File: src/rtl/q_sample_player.sv
// Q-factor sample table player: RAM-backed table streamed over valid/ready at a
// programmable rate, once or looped, with a saturating count of missed rate ticks.
module q_sample_player #(
    parameter int unsigned Q_WIDTH = 16,
    parameter int unsigned DEPTH   = 256,
    parameter int unsigned ADDR_W  = $clog2(DEPTH),
    parameter int unsigned DIV_W   = 16
) (
    input  logic               clk,
    input  logic               rst_n,
    input  logic               wr_en,
    input  logic [ADDR_W-1:0]  wr_addr,
    input  logic [Q_WIDTH-1:0] wr_data,
    input  logic [ADDR_W:0]    len,
    input  logic [DIV_W-1:0]   rate_div,
    input  logic               loop_en,
    input  logic               start,
    input  logic               stop,
    output logic               q_valid,
    input  logic               q_ready,
    output logic [Q_WIDTH-1:0] q_data,
    output logic [ADDR_W-1:0]  q_index,
    output logic               busy,
    output logic               done,
    output logic [7:0]         miss_cnt
);

    typedef enum logic [1:0] {StIdle, StRun, StFetch, StPresent} state_e;

    state_e              state_q, state_d;
    logic [ADDR_W:0]     len_q, len_d;
    logic [DIV_W-1:0]    div_q, div_d;
    logic [DIV_W-1:0]    cnt_q, cnt_d;
    logic [ADDR_W-1:0]   idx_q, idx_d;
    logic                q_valid_q, q_valid_d;
    logic [Q_WIDTH-1:0]  q_data_q, q_data_d;
    logic [ADDR_W-1:0]   q_index_q, q_index_d;
    logic                done_q, done_d;
    logic [7:0]          miss_q, miss_d;

    logic [Q_WIDTH-1:0]  mem [DEPTH];
    logic [Q_WIDTH-1:0]  rd_data_q;
    logic                rd_en;
    logic                tick;
    logic                last;

    assign tick = (cnt_q == div_q);
    assign last = ({1'b0, idx_q} == (len_q - 1'b1));

    // Table RAM: nonblocking read and write on the same edge gives read-before-write.
    always_ff @(posedge clk) begin
        if (wr_en) begin
            mem[wr_addr] <= wr_data;
        end
        if (rd_en) begin
            rd_data_q <= mem[idx_q];
        end
    end

    always_ff @(posedge clk) begin
        if (!rst_n) begin
            state_q <= StIdle;
        end else begin
            state_q <= state_d;
        end
    end

    always_comb begin
        state_d = state_q;
        unique case (state_q)
            StIdle:    if (start && len != '0) state_d = StRun;
            StRun:     if (tick) state_d = StFetch;
            StFetch:   state_d = StPresent;
            StPresent: if (q_ready) state_d = (last && !loop_en) ? StIdle : StRun;
            default:   state_d = StIdle;
        endcase
        // stop wins over start in IDLE and over a handshake elsewhere
        if (stop) begin
            state_d = StIdle;
        end
    end

    always_comb begin
        len_d     = len_q;
        div_d     = div_q;
        cnt_d     = cnt_q;
        idx_d     = idx_q;
        q_valid_d = q_valid_q;
        q_data_d  = q_data_q;
        q_index_d = q_index_q;
        miss_d    = miss_q;
        done_d    = 1'b0;
        rd_en     = 1'b0;
        if (state_q == StIdle) begin
            if (start && !stop) begin
                if (len != '0) begin
                    len_d  = len;
                    div_d  = rate_div;
                    idx_d  = '0;
                    cnt_d  = '0;
                    miss_d = '0;
                end else begin
                    done_d = 1'b1;
                end
            end
        end else begin
            cnt_d = tick ? '0 : cnt_q + 1'b1;
            if (stop) begin
                q_valid_d = 1'b0;
            end else begin
                if (tick && state_q != StRun && miss_q != 8'hff) begin
                    miss_d = miss_q + 1'b1;
                end
                unique case (state_q)
                    StRun: rd_en = tick;
                    StFetch: begin
                        q_data_d  = rd_data_q;
                        q_index_d = idx_q;
                        q_valid_d = 1'b1;
                    end
                    StPresent: begin
                        if (q_ready) begin
                            q_valid_d = 1'b0;
                            if (!last) begin
                                idx_d = idx_q + 1'b1;
                            end else if (loop_en) begin
                                idx_d = '0;
                            end else begin
                                done_d = 1'b1;
                            end
                        end
                    end
                    default: ;
                endcase
            end
        end
    end

    always_ff @(posedge clk) begin
        if (!rst_n) begin
            len_q     <= '0;
            div_q     <= '0;
            cnt_q     <= '0;
            idx_q     <= '0;
            q_valid_q <= 1'b0;
            q_data_q  <= '0;
            q_index_q <= '0;
            done_q    <= 1'b0;
            miss_q    <= '0;
        end else begin
            len_q     <= len_d;
            div_q     <= div_d;
            cnt_q     <= cnt_d;
            idx_q     <= idx_d;
            q_valid_q <= q_valid_d;
            q_data_q  <= q_data_d;
            q_index_q <= q_index_d;
            done_q    <= done_d;
            miss_q    <= miss_d;
        end
    end

    assign q_valid  = q_valid_q;
    assign q_data   = q_data_q;
    assign q_index  = q_index_q;
    assign busy     = (state_q != StIdle);
    assign done     = done_q;
    assign miss_cnt = miss_q;

endmodule
File: config.mk
export PLATFORM = sky130hd
export DESIGN_NAME = q_sample_player
export DESIGN_NICKNAME = d
export VERILOG_FILES = /design/src/rtl/q_sample_player.sv
export SDC_FILE = /design/constraint.sdc
export NUM_CORES = 2
export LEC_CHECK = 0
export BUFFER_PORTS_ARGS = -buffer_cell sky130_fd_sc_hd__buf_2
export CORE_MARGIN = 2
export CORE_UTILIZATION = 30
export DETAILED_ROUTE_END_ITERATION = 10
export PLACE_DENSITY = 0.53
export SLEW_MARGIN = 20
export SYNTH_ARGS = -nofsm -noshare
export SYNTH_HDL_FRONTEND = slang
export SYNTH_SLANG_ARGS = --single-unit
File: constraint.sdc
create_clock -name clk -period 6 [get_ports clk]
set_input_delay 0.3 -clock clk [delete_from_list [all_inputs] [get_ports clk]]
set_output_delay 0.3 -clock clk [all_outputs]
set_load 0.05 [all_outputs]
==> reports/qor.yml <==
globalplace.congestion: 0.807
place_ws_ns: 1.41
drc: 0
cp-end-kind: "flip-flop"
synth_cell_types: 65
dieWidth_um: 738
ys_seq_area_share_pct: 77.4
cts_buffer_depth: 4
critPathRequiredTime_ns: 6.73
synth_nets: 7230
num_vias: 77600
rsz0062_at_grt: "false"
grt_pass1_wl_mm: 625
regToRegStartpoint: "idx_q[1]"
finalWirelength_mm: 447
hold_class: "input port to flip-flop"
yosys_most_used_dff: "edfxtp_1"
grt_pass1_vias: 78900
finalCritPeriodShare_pct: 77.6
tns_ns: 0
syn_inst: 7166
postCtsSetupBuffers: 0
setup_ws_ns: 1.34
combPwrFrac_pct: 2.3
worstMarginPinSlew_ns: 1.42
synth_warnings: 0
placedCellCount: 14400
hold_buffers: 51
clockPowerShare_pct: 43.8
report.final.slew_viol_count: 0
fmax_mhz: 215
power_frac_seq_pct: 53.9
drt_iter0_drc: 10100
whs_path_depth: 3
peakVddDrop_uv: 267
synth_edf_count: 4112
min_to: "mem[209][7]"
hold_viol: 0
fin_util_pct: 35.0
core_um2: 537000
cp.arrival_ns: 5.39
clock_sinks: 4197
critPathLaunchType: "flip-flop"
crit_path_max_incr_delay_ns: 0.87
drive_gt1_share_pct: 29.6
clock-root-buffer: "clkbuf_16"
synth_area_um2: 162000
cp_cell_sequence: "buf_4 -> buf_4 -> mux4_2 -> mux4_2 -> a211oi_1 -> o21ai_0 -> and3_1"
switching_share_pct: 20.6
outcome: "complete, no violations"
cp_max_fo: 41
cts_resized: 0
cts_tree: "done"
vias_per_cell: 5.07
start_util_pct: 30.1
r2r_cells: 7
cpMaxStageDelayCell: "dfxtp_4"
grt_max_degree: 178
clock_latency_ns: 1.01
power_w: 0.0599
min_from: "wr_addr[6]"
syn_area_per_cell_um2: 22.6
clk_pin_slew_ns: 0.06
pin_count: 91
final_nets: 7803
area_growth_pct: 16.1
antenna_found_initial: 35
switchingPower_w: 0.0123
p_int_w: 0.0476
drt_first_pass_iters: 5
ant_nets: 0
finClkSkew_ns: 0.0823
rr_endpoint: "rd_data_q[15]"
io_buffers: 90
power_leakage_nw: 57.6
ys_async_sr_fraction_pct: 0
slew-limit-headroom_pct: 5.07
track_usage_pct: 15.9
cts_buffers: 431
synth-seq-cells: 4197
setup_viol: 0
pwr_density_cell_nw_per_um2: 319
final_cells: 15300
worst-setup-path-type: "flip-flop to flip-flop"
wl_per_cell_um: 29.2
rows: 269
die_area_um2: 545000
finalCriticalPeriod_ns: 4.66
post-dp-hpwl_mm: 265
rrSetupSlack_ns: 1.34
cap_violations: 0
gr-total-overflow: 0
startpoint: "idx_q[1]"
htreeDepth: 5
die_h_um: 738
-- worst max-delay path: cells and delay by family, from the launching register on --
| kind | cells | cell delay (ns) |
|---|---|---|
| compound gates | 2 | 1.24 |
| buf+inv | 2 | 0.95 |
| flops | 1 | 0.87 |
| mux | 2 | 0.96 |
| simple gates | 1 | 0.33 |
-- metal layers --
layer | global-route usage, % | wire [um]
met5 | 0 | 87
met4 | 4.68 | 14500
met3 | 2.80 | 33000
met2 | 25.6 | 212000
met1 | 22.2 | 187000
-- flip-flops by register name, summed over array words and instances, names as in the netlist --
register,flops
idx_q,8
mem,4096
miss_cnt,8
rd_data_q,16
q_index,8
div_q,16
cnt_q,16
done,1
state_q,2
q_data,16
len_q,9
q_valid,1
-- power by group through the flow --
stage	logic, W	registers (W)	clock network (W)
6_report	0.00136	0.0323	0.0262
5_1_grt	0.00146	0.0323	0.0278
2_1_floorplan	0.000546	0.0329	0
3_5_place_dp	0.00135	0.0329	0
4_1_cts	0.00138	0.0323	0.0267
3_3_place_gp	0.00129	0.0329	0
-- worst max path at each step --
stage	end	slack, ns	depth (start not counted)
final	rd_data_q[15]	1.34	7
after global routing	rd_data_q[15]	1.34	8
after global placement	rd_data_q[15]	1.43	8
after floorplan	rd_data_q[0]	2.72	5
after CTS	rd_data_q[3]	1.39	9
after detailed placement	rd_data_q[3]	1.41	9
-- layout make-up --
type | instances | area (um^2)
Sequential cell | 4197 | 125000
Antenna cell | 26 | 65.1
Clock buffer | 537 | 11300
Fill cell | 49300 | 349000
Timing Repair Buffer | 534 | 4640
Inverter | 17 | 87.6
Tap cell | 7181 | 8980
Multi-Input combinational cell | 2558 | 35100
Clock inverter | 252 | 2410
-- stage by stage --
stage               hold WS (ns)  area (um^2)
floorplan                  0.399       162000
global placement           0.452       173000
detailed placement         0.456       173000
CTS                       0.0123       188000
global route              0.0970       188000
finish                     0.120       188000
-- synth_stat cells, types with 3 or more instances --
cell type | number | area, um^2
or3_1 | 6 | 37.5
nand2b_1 | 7 | 43.8
clkbuf_1 | 141 | 529
o21ai_1 | 12 | 60.1
a211oi_1 | 17 | 128
nor2_1 | 322 | 1210
inv_1 | 14 | 52.6
buf_6 | 33 | 372
a31oi_1 | 19 | 119
nand2_1 | 232 | 871
a22oi_1 | 79 | 593
nor4b_1 | 3 | 26.3
a21boi_0 | 59 | 443
mux4_2 | 1133 | 25500
dfxtp_1 | 85 | 1700
xor2_1 | 20 | 175
nand3_1 | 54 | 270
nor4_1 | 6 | 37.5
nor3_1 | 31 | 155
mux2i_1 | 272 | 2720
nor2b_1 | 26 | 163
buf_1 | 34 | 128
o221ai_1 | 4 | 35.0
buf_2 | 122 | 611
and4_1 | 4 | 35.0
edfxtp_1 | 4112 | 123000
a21oi_1 | 27 | 135
buf_4 | 64 | 480
and2_1 | 6 | 37.5
o21ai_0 | 34 | 170
a32oi_1 | 40 | 350
and3_1 | 16 | 100
nand4_1 | 34 | 213
nand3b_1 | 8 | 60.1
xnor2_1 | 8 | 70.1
o22ai_1 | 28 | 175
o31ai_1 | 12 | 90.1
ha_1 | 8 | 100
-- cells in the final DEF, fill, tap and decap left out, types with 74 or more instances in the layout --
cell type / n
edfxtp_1: 4112
mux4_2: 1133
clkbuf_16: 435
buf_4: 348
mux2i_1: 269
nand2_1: 231
nor2_1: 186
nor2_2: 98
clkbuf_1: 96
clkinv_1: 89
clkinv_2: 87
dfxtp_1: 80
a22oi_1: 79
buf_2: 74
-- cell families (layout without fill, tap and decap cells) --
logic type	count (synthesis)	after routing	share of synthesized area, %
buf+inv	411	1340	1.35
other cells	0	26	0
mux	1405	1405	17.5
flops	4197	4197	77.4
fa+ha+maj	8	8	0.0619
compound gates	349	349	1.52
xor+xnor	29	29	0.162
simple gates	767	767	2.08
(Power assumes the default switching activity.)
